--- src/rtl/mult_pkg.sv ---
// Shared definitions for the sequential shift-add multiplier.
// Holds the controller state encoding and the counter width helper.
package mult_pkg;

   typedef enum logic [1:0] {
      S_IDLE = 2'b00,
      S_RUN  = 2'b01,
      S_FIN  = 2'b10
   } state_e;

   function automatic int cnt_w(input int w);
      return $clog2(w + 1);
   endfunction

endpackage

--- src/rtl/mult_abs_neg.sv ---
// Combinational conditional two's-complement negate.
// Serves both as operand magnitude unit and result sign fix.
module mult_abs_neg #(
   parameter int W = 8
) (
   input  logic [W-1:0] x,
   input  logic         neg,
   output logic [W-1:0] y
);

   assign y = neg ? (W'(0) - x) : x;

endmodule

--- src/rtl/seq_shift_add_mult.sv ---
// Sequential shift-add multiplier with start/busy/done handshake,
// optional signed mode and early exit on an exhausted multiplier.
module seq_shift_add_mult
   import mult_pkg::*;
#(
   parameter  int WIDTH = 8,
   localparam int CNT_W = cnt_w(WIDTH)
) (
   input  logic               clk,
   input  logic               reset,
   input  logic               start,
   input  logic               signed_en,
   input  logic [WIDTH-1:0]   a,
   input  logic [WIDTH-1:0]   b,
   output logic               busy,
   output logic               done,
   output logic [CNT_W-1:0]   count_out,
   output logic [2*WIDTH-1:0] product
);

   localparam int PW = 2 * WIDTH;

   state_e           state_q, state_d;
   logic [PW-1:0]    acc_q, acc_d;
   logic [PW-1:0]    mcand_q, mcand_d;
   logic [WIDTH-1:0] mb_q, mb_d;
   logic             neg_q, neg_d;
   logic [CNT_W-1:0] cnt_q, cnt_d;
   logic [PW-1:0]    prod_q, prod_d;
   logic             done_q, done_d;
   logic             busy_q, busy_d;

   logic [WIDTH-1:0] mag_a, mag_b;
   logic [PW-1:0]    acc_fix;
   logic [WIDTH-1:0] mb_shift;

   mult_abs_neg #(.W(WIDTH)) u_abs_a (
      .x   (a),
      .neg (signed_en & a[WIDTH-1]),
      .y   (mag_a)
   );

   mult_abs_neg #(.W(WIDTH)) u_abs_b (
      .x   (b),
      .neg (signed_en & b[WIDTH-1]),
      .y   (mag_b)
   );

   mult_abs_neg #(.W(PW)) u_fix (
      .x   (acc_q),
      .neg (neg_q),
      .y   (acc_fix)
   );

   assign mb_shift = mb_q >> 1;

   always_comb begin
      state_d = state_q;
      acc_d   = acc_q;
      mcand_d = mcand_q;
      mb_d    = mb_q;
      neg_d   = neg_q;
      cnt_d   = cnt_q;
      prod_d  = prod_q;
      done_d  = 1'b0;
      busy_d  = busy_q;
      unique case (state_q)
         S_IDLE: begin
            if (start) begin
               acc_d   = '0;
               mcand_d = {{WIDTH{1'b0}}, mag_a};
               mb_d    = mag_b;
               neg_d   = signed_en & (a[WIDTH-1] ^ b[WIDTH-1]);
               cnt_d   = CNT_W'(WIDTH);
               busy_d  = 1'b1;
               state_d = S_RUN;
            end
         end
         S_RUN: begin
            if (mb_q[0]) acc_d = acc_q + mcand_q;
            mcand_d = mcand_q << 1;
            mb_d    = mb_shift;
            cnt_d   = cnt_q - 1'b1;
            // Leave as soon as no set multiplier bits remain
            if (cnt_q == CNT_W'(1) || mb_shift == '0)
               state_d = S_FIN;
         end
         S_FIN: begin
            prod_d  = acc_fix;
            done_d  = 1'b1;
            cnt_d   = '0;
            busy_d  = 1'b0;
            state_d = S_IDLE;
         end
         default: begin
            busy_d  = 1'b0;
            cnt_d   = '0;
            state_d = S_IDLE;
         end
      endcase
   end

   always_ff @(posedge clk) begin
      if (reset) begin
         state_q <= S_IDLE;
         acc_q   <= '0;
         mcand_q <= '0;
         mb_q    <= '0;
         neg_q   <= 1'b0;
         cnt_q   <= '0;
         prod_q  <= '0;
         done_q  <= 1'b0;
         busy_q  <= 1'b0;
      end else begin
         state_q <= state_d;
         acc_q   <= acc_d;
         mcand_q <= mcand_d;
         mb_q    <= mb_d;
         neg_q   <= neg_d;
         cnt_q   <= cnt_d;
         prod_q  <= prod_d;
         done_q  <= done_d;
         busy_q  <= busy_d;
      end
   end

   assign busy      = busy_q;
   assign done      = done_q;
   assign count_out = cnt_q;
   assign product   = prod_q;

endmodule

--- config.mk ---
export PLATFORM = sky130hd
export DESIGN_NAME = seq_shift_add_mult
export DESIGN_NICKNAME = d
export VERILOG_FILES = /design/src/rtl/mult_pkg.sv /design/src/rtl/mult_abs_neg.sv /design/src/rtl/seq_shift_add_mult.sv
export SDC_FILE = /design/constraint.sdc
export NUM_CORES = 1
export LEC_CHECK = 0
export CELL_PAD_IN_SITES_DETAIL_PLACEMENT = 1
export CELL_PAD_IN_SITES_GLOBAL_PLACEMENT = 2
export CORE_UTILIZATION = 38
export CTS_BUF_LIST = sky130_fd_sc_hd__clkbuf_4 sky130_fd_sc_hd__clkbuf_8
export DETAILED_ROUTE_END_ITERATION = 12
export HOLD_SLACK_MARGIN = 0.06
export PLACE_DENSITY_LB_ADDON = 0.1
export SLEW_MARGIN = 5
export SYNTH_ARGS = -nofsm -noshare
export SYNTH_HDL_FRONTEND = slang
export SYNTH_HIERARCHICAL = 1
export SYNTH_SLANG_ARGS = --single-unit
--- constraint.sdc ---
create_clock -name clk -period 4.56 [get_ports clk]
set_input_delay 0.684 -clock clk [delete_from_list [all_inputs] [get_ports clk]]
set_output_delay 0.684 -clock clk [all_outputs]
set_load 0.005 [all_outputs]
# --- Word-level counts from Yosys, hierarchy flattened ---
# Index checks and enable logic that the tools add are counted.
op_classes:
  addsub: 5
  eq_ne: 6
  mux: 18
  bitwise: 5
  n_reduce_logical: 9
op_table:
  columns: ["operator", "count"]
  rows:
  - ["two-way mux 16 bit", 4]
  - ["one-hot mux 16 bit (2 select lines)", 2]
  - ["two-way mux 8 bit", 3]
  - ["adder 16 bit", 1]
  - ["one-hot mux 8 bit (2 select lines)", 1]
  - ["subtractor 1 x 16 -> 16 bit, first input constant", 1]
  - ["subtractor 1 x 8 -> 8 bit, first input constant", 2]
  - ["logical NOT 8 bit", 1]
  - ["one-hot mux 4 bit (2 select lines)", 1]
  - ["AND reduction 2 bit", 4]
  - ["inequality test 2 bit, second input constant", 3]
  - ["== test 4 x 1 -> 1 bit, second input constant", 1]
  - ["two-way mux 2 bit", 2]
  - ["two-way mux 4 bit", 1]
  - ["one-hot mux 2 bit (2 select lines)", 1]
  - ["subtractor 4 x 1 -> 4 bit, second input constant", 1]
  - ["bitwise AND 1 bit", 3]
  - ["AND reduction 3 bit", 1]
  - ["== test 2 x 1 -> 1 bit, second input constant", 1]
  - ["== test 2 bit, second input constant", 1]
  - ["logical NOT 2 bit", 1]
  - ["two-way mux 1 bit", 2]
  - ["one-hot mux 1 bit (2 select lines)", 1]
  - ["nonzero test 2 bit", 1]
  - ["3 further kinds", 3]
totals:
  ff_bits: 65
  inputBits: 20
  out_inout_bits: 22
  word_cells: 52

# --- Depth between registers and ports, before layout ---
logic_depth:
  depth_word: 4
  mapped_depth: 10
  mapped_depth_nobuf: 10

# --- Cells and area by module ---
# The synthesis kept the hierarchy.
by_module_without_submodules:
  columns: ["mod", "instances", "cells_each", "area_per_inst_um2", "seq_area_each_um2"]
  rows:
  - ["seq_shift_add_mult", 1, 382, 3163.0, 1301.2]
  - ["mult_abs_neg (u_fix)", 1, 47, 352.8, 0.0]
  - ["mult_abs_neg (u_abs_a ...)", 2, 21, 171.4, 0.0]

# --- Worst setup path after synthesis ---
# Ideal clock, no wire load.
synth_timing:
  path_type: "register to register"
  start: "register acc_q[8]"
  end: "register acc_q[15]"
  setup_ns: 0.122
  t_arrival_ns: 2.216
  t_required_ns: 4.438
  path_slack_ns: 2.222
  path_stages_with_launch: 10
  path_buffers: 1
  synth_period_minus_slack_ns: 2.338
  path_cell_list: "dfxtp_1 -> ha_1 -> buf_4 -> a211oi_1 -> o21ai_0 -> a21oi_1 -> o21ai_2 -> o221ai_2 -> mux2_4 -> a311o_1"
synth_via:
  elab_chain_len: 3
synth_rtl:
  columns: ["item", "line", "rtl"]
  rows:
  - ["from (decl)", "seq_shift_add_mult.sv:24", "logic [PW-1:0] acc_q, acc_d;"]
  - ["from (signal assigned)", "seq_shift_add_mult.sv:106", "acc_q <= '0;"]
  - ["from (signal assigned)", "seq_shift_add_mult.sv:116", "acc_q <= acc_d;"]
  - ["adder 16 bit", "seq_shift_add_mult.sv:80", "if (mb_q[0]) acc_d = acc_q + mcand_q;"]
  - ["two-way mux 16 bit", "seq_shift_add_mult.sv:80", null]
  - ["one-hot mux 16 bit (2 select lines)", "seq_shift_add_mult.sv:67", "unique case (state_q)"]
# No other way between the ends. The select of a mux whose other input is x is not followed.
# A chain may end at the register's enable or synchronous reset.

# --- Final worst setup path ---
# Ends and elaborated chain as after synthesis.

==> summary by stage <==
Synthesis
The mapped cell area is approximately 3900 um^2. The flip-flop cell with the highest count after synthesis is sky130_fd_sc_hd__dfxtp_1. After Yosys synthesis, full adders, half adders and majority gates account for ~7.0% of the synthesized area.

The xor/xnor cell area share of the yosys netlist is 8.85%. The register bit total from synthesis is between 60 and 70. Yosys mapped a number of flops with a built-in enable equal to 0. In the synthesized netlist, the number of instances is 471.

The synthesized netlist devotes ~22% of its cell area to compound gates. The share of synthesized cell area in and, or, nand and nor gates is 23.1%. Averaged over all synthesized cells, the footprint is 8.19 um^2.

By area, the combinational part of the netlist is dominated by simple AND/OR/NAND/NOR gates. The warning count from the yosys run is 6. The number of nets handed over by synthesis was 512.

The post-synthesis cell type count is 60. In the synthesized netlist the async set-or-reset flop fraction comes to 0%. Sequential cells were found to cover 33.7% of the synthesized design area. Measured against the total synthesized area, the mux share comes to less than 1%.

Critical path
The largest individual stage delay along the critical path comes from the cell sky130_fd_sc_hd__dfxtp_1. The worst setup path is captured at a flop. The classification of the worst setup path is flop to flop.

The required arrival time at the worst endpoint is 4.80 ns. Data on the critical path arrives at its endpoint at 2.85 ns. STA classifies the critical path startpoint as a flop. In this design, the stage delay of the slowest critical-path cell is 0.50 ns. The critical path goes through ha_1, a211oi_1, o21ai_0, a21oi_1, o21ai_2, o221ai_2, mux2_4, a311o_1. The buffering stage count on the worst path with inverters included is 0. The kind of cell with the highest combined delay along the critical path is compound AO/OA/AOI/OAI gates. The worst reg-to-reg setup slack is around 2 ns. Along the worst path, the maximum fanout reaches 7.

Floorplan
Once the floorplan was initialized, standard cells occupied 39.3% of the core. In this run the core area contains 36 standard-cell rows. In this run the standard cell core region covers 9820 um^2.

The total die area is 10600 um^2. The die is 103 um tall. In this run the count of I/O pins placed on the die edge is between 40 and 50. The die extent in x is 103 um.

STA
The maximum achievable frequency is around 380 MHz. Once routing completed, OpenROAD measured the worst setup slack at between 1.5 and 2 ns. The worst relative slew slack is 34.6%. At the pin with the least slew margin, the transition time is 0.979 ns. The number of pins with negative max-slew slack in the final report is 0.

The number of hold violations in the final report is 0. The smallest clock period supported by the final layout is computed as 2.61 ns. Setup repair after global routing left no endpoint under its margin. The post-route clock period utilization is 57.3%. The number of setup violations in the final report is 0.

The clock arrives with between 0.008 and 0.009 ns of skew. The total negative slack is 0 ns.

Run
The count of max-cap constraint violations is 0.

Worst hold path
The class of the worst hold path is flop to flop.

Placed design
In this run the tool buffered the top-level ports with 41 buffer cells. The placed wire-length estimate is 6.95 mm. Counting tap cells, the placed design contains a total of slightly above 600 instances.

The worst setup timing slack at the placement stage is about 1.8 ns. The final estimated routing congestion in global placement is 0.889.

Global routing
The global-route wire length before repair is 15.5 mm. The total routing resource utilization after global routing is 19.0%. The initial antenna violation count is 0. The pin count of the biggest net entering global routing is 43. The via count of the first global-routing pass is 3306.

Summed over all layers, the global routing overflow is 0.

Pwr
Overall power consumption after layout is estimated at 1.35 mW. The analysis attributes to cell leakage a power of 1.72 nW. Power spread over the standard cell area amounts to around 300 nW/um^2. Across the VDD grid, the largest voltage drop is 0.0000956 V.

Clock tree
The clock passes through at most 2 buffers. The number of gates resized after CTS was 0. The number of H-tree levels is 3. The post-CTS clock slew at the launch and capture registers of the worst setup and hold paths is 0.08 ns.

Buffers added to address setup during post-CTS repair amount to 0. The number of hold buffers added after cts is 0. TritonCTS built the clock tree. The number of clock buffers added by TritonCTS is 9. For the worst-skew pair, the clock arrives at the later sink with an insertion delay of roughly 0.35 ns. The tree built by TritonCTS fans out to 65 sinks. In this run the clock root is driven by a sky130_fd_sc_hd__clkbuf_8.

Drt
The final layout contains routed wiring with a total length of 9.32 mm. The number of search-and-repair iterations in the first detailed-routing pass is 5. The via count is 3292. Using the TritonRoute via totals, the vias-per-cell ratio works out to 5.18.

In the final routed layout, each cell accounts on average for ~15 um. The final routed DRC violation total is 0. The detail route stage leaves a number of antenna-violating nets equal to 0.

The initial DRC count is 50.

Cells and area
The area growth from synthesis to final layout is 16.8%. The share of post-route cells with drive strength above 1 is 8.55%. The post-route core utilization is between 40% and 50%. The number of nets at the end of the flow is 540. 0 antenna diodes ended up in the layout. The non-filler instance count after layout is roughly 640.

Status
The run finished with clean final reports.
power by group:
part | total [mW] | switching, mW | internal (mW)
clock | 0.481 | 0.235 | 0.246
sequential | 0.632 | 0.0354 | 0.597
combinational | 0.238 | 0.136 | 0.102
cells by family (layout without fill, tap and decap cells):
group / Yosys count / count (layout)
flip-flops: 65 / 65
AND/OR/NAND/NOR: 185 / 185
XOR/XNOR: 39 / 39
buffers and inverters: 38 / 70
adder cells (fa/ha/maj): 21 / 21
multiplexers: 2 / 2
AO/OA/AOI/OAI: 121 / 121
path summary, 6_finish.rpt:
kind,start,to,depth (start not counted)
worst max-delay path,acc_q[8],acc_q[15],8
worst max register to register,acc_q[8],acc_q[15],8
worst min-delay path,product[7],product[7],2
worst min register to register,product[7],product[7],2
area by class of cell:
type                       count  area [um^2]
clock buffer                   9          124
fill                        1244         5310
inverter                      12         45.0
clock inverter                 6         60.1
multi-input combinational    368         2390
tap                          133          166
sequential                    65         1300
timing repair buffer          43          420
metrics by stage:
stage / hold slack (ns) / area (um^2)
3_5_place_dp: 0.446 / 4320
5_1_grt: 0.478 / 4510
3_3_place_gp: 0.441 / 4320
6_report: 0.452 / 4510
2_1_floorplan: 0.453 / 3860
4_1_cts: 0.456 / 4510
metal layers:
metal | global-route usage, % | vias up | part of all wire [%]
li1 | - | 1701 | -
met1 | 22.7 | 1534 | 47
met2 | 34.4 | 48 | 50
met3 | 3.46 | 9 | 2.3
met4 | 5.85 | 0 | 1.1
met5 | 0 | - | 0
cells in the mapped netlist, types with 2 or more instances:
| cell | instances | area share, % |
|---|---|---|
| sky130_fd_sc_hd__o31ai_1 | 4 | 0.78 |
| sky130_fd_sc_hd__dfxtp_1 | 65 | 34 |
| sky130_fd_sc_hd__buf_2 | 3 | 0.39 |
| sky130_fd_sc_hd__a31oi_1 | 4 | 0.65 |
| sky130_fd_sc_hd__o41ai_2 | 2 | 0.84 |
| sky130_fd_sc_hd__a211oi_1 | 3 | 0.58 |
| sky130_fd_sc_hd__nand3b_1 | 2 | 0.39 |
| sky130_fd_sc_hd__or3_1 | 2 | 0.32 |
| sky130_fd_sc_hd__xnor2_1 | 34 | 7.7 |
| sky130_fd_sc_hd__nand2b_1 | 11 | 1.8 |
| sky130_fd_sc_hd__nor4_4 | 2 | 1.1 |
| sky130_fd_sc_hd__xor2_1 | 5 | 1.1 |
| sky130_fd_sc_hd__a21oi_1 | 33 | 4.3 |
| sky130_fd_sc_hd__o21ai_0 | 20 | 2.6 |
| sky130_fd_sc_hd__and2_1 | 5 | 0.81 |
| sky130_fd_sc_hd__buf_4 | 4 | 0.78 |
| sky130_fd_sc_hd__o21ai_1 | 2 | 0.26 |
| sky130_fd_sc_hd__o31ai_4 | 2 | 1.1 |
| sky130_fd_sc_hd__nand2_1 | 87 | 8.5 |
| sky130_fd_sc_hd__nor3_1 | 8 | 1.0 |
| sky130_fd_sc_hd__nor2b_1 | 5 | 0.81 |
| sky130_fd_sc_hd__o21a_1 | 2 | 0.39 |
| sky130_fd_sc_hd__clkbuf_1 | 17 | 1.7 |
| sky130_fd_sc_hd__nor2_1 | 43 | 4.2 |
| sky130_fd_sc_hd__a22oi_1 | 15 | 2.9 |
| sky130_fd_sc_hd__o31ai_2 | 2 | 0.65 |
| sky130_fd_sc_hd__a311oi_1 | 14 | 3.2 |
| sky130_fd_sc_hd__inv_1 | 12 | 1.2 |
| sky130_fd_sc_hd__or3_4 | 4 | 1.2 |
| sky130_fd_sc_hd__ha_1 | 20 | 6.5 |
| sky130_fd_sc_hd__o211ai_1 | 2 | 0.39 |
| sky130_fd_sc_hd__nand3_1 | 4 | 0.52 |
| sky130_fd_sc_hd__a21o_1 | 6 | 1.2 |
placed cells by master (no fill, tap or decap), types with 2 or more instances in the layout:
cell type                         synthesis  final
sky130_fd_sc_hd__nor2b_1                  5      4
sky130_fd_sc_hd__clkbuf_8                 0      9
sky130_fd_sc_hd__a311oi_1                14     14
sky130_fd_sc_hd__nor4_4                   2      2
sky130_fd_sc_hd__or3_4                    4      4
sky130_fd_sc_hd__and2_1                   5      5
sky130_fd_sc_hd__o21ai_1                  2      2
sky130_fd_sc_hd__nor3_1                   8      8
sky130_fd_sc_hd__o21a_1                   2      2
sky130_fd_sc_hd__o211ai_1                 2      2
sky130_fd_sc_hd__o31ai_1                  4      4
sky130_fd_sc_hd__xnor2_1                 34     34
sky130_fd_sc_hd__nand2_1                 87     87
sky130_fd_sc_hd__xor2_1                   5      5
sky130_fd_sc_hd__nand3_1                  4      4
sky130_fd_sc_hd__a21o_1                   6      6
sky130_fd_sc_hd__ha_1                    20     20
sky130_fd_sc_hd__o21ai_0                 20     20
sky130_fd_sc_hd__a211oi_1                 3      3
sky130_fd_sc_hd__clkdlybuf4s50_1          0     40
sky130_fd_sc_hd__buf_4                    4      2
sky130_fd_sc_hd__o31ai_2                  2      2
sky130_fd_sc_hd__nor2_1                  43     43
sky130_fd_sc_hd__a22oi_1                 15     15
sky130_fd_sc_hd__o31ai_4                  2      2
sky130_fd_sc_hd__clkinvlp_4               0      2
sky130_fd_sc_hd__o41ai_2                  2      2
sky130_fd_sc_hd__nor2b_2                  1      2
sky130_fd_sc_hd__nand2b_1                11     11
sky130_fd_sc_hd__or3_1                    2      2
sky130_fd_sc_hd__inv_1                   12     12
sky130_fd_sc_hd__a21oi_1                 33     33
sky130_fd_sc_hd__a31oi_1                  4      4
sky130_fd_sc_hd__clkinv_2                 0      3
sky130_fd_sc_hd__dfxtp_1                 65     65
sky130_fd_sc_hd__nand3b_1                 2      2
flip-flops by register name (all words and copies together) (netlist names):
signal,cells
state_q,2
busy,1
mcand_q,16
done,1
count_out,4
neg_q,1
mb_q,8
product,16
acc_q,16
worst register-to-register path, cell delays in order, from the launching register on:
cell                       delay (ns)
sky130_fd_sc_hd__dfxtp_1         0.50
sky130_fd_sc_hd__ha_1            0.38
sky130_fd_sc_hd__a211oi_1        0.26
sky130_fd_sc_hd__o21ai_0         0.16
sky130_fd_sc_hd__a21oi_1         0.21
sky130_fd_sc_hd__o21ai_2         0.13
sky130_fd_sc_hd__o221ai_2        0.24
sky130_fd_sc_hd__mux2_4          0.32
sky130_fd_sc_hd__a311o_1         0.31
Power figures use the tool's default switching activity.
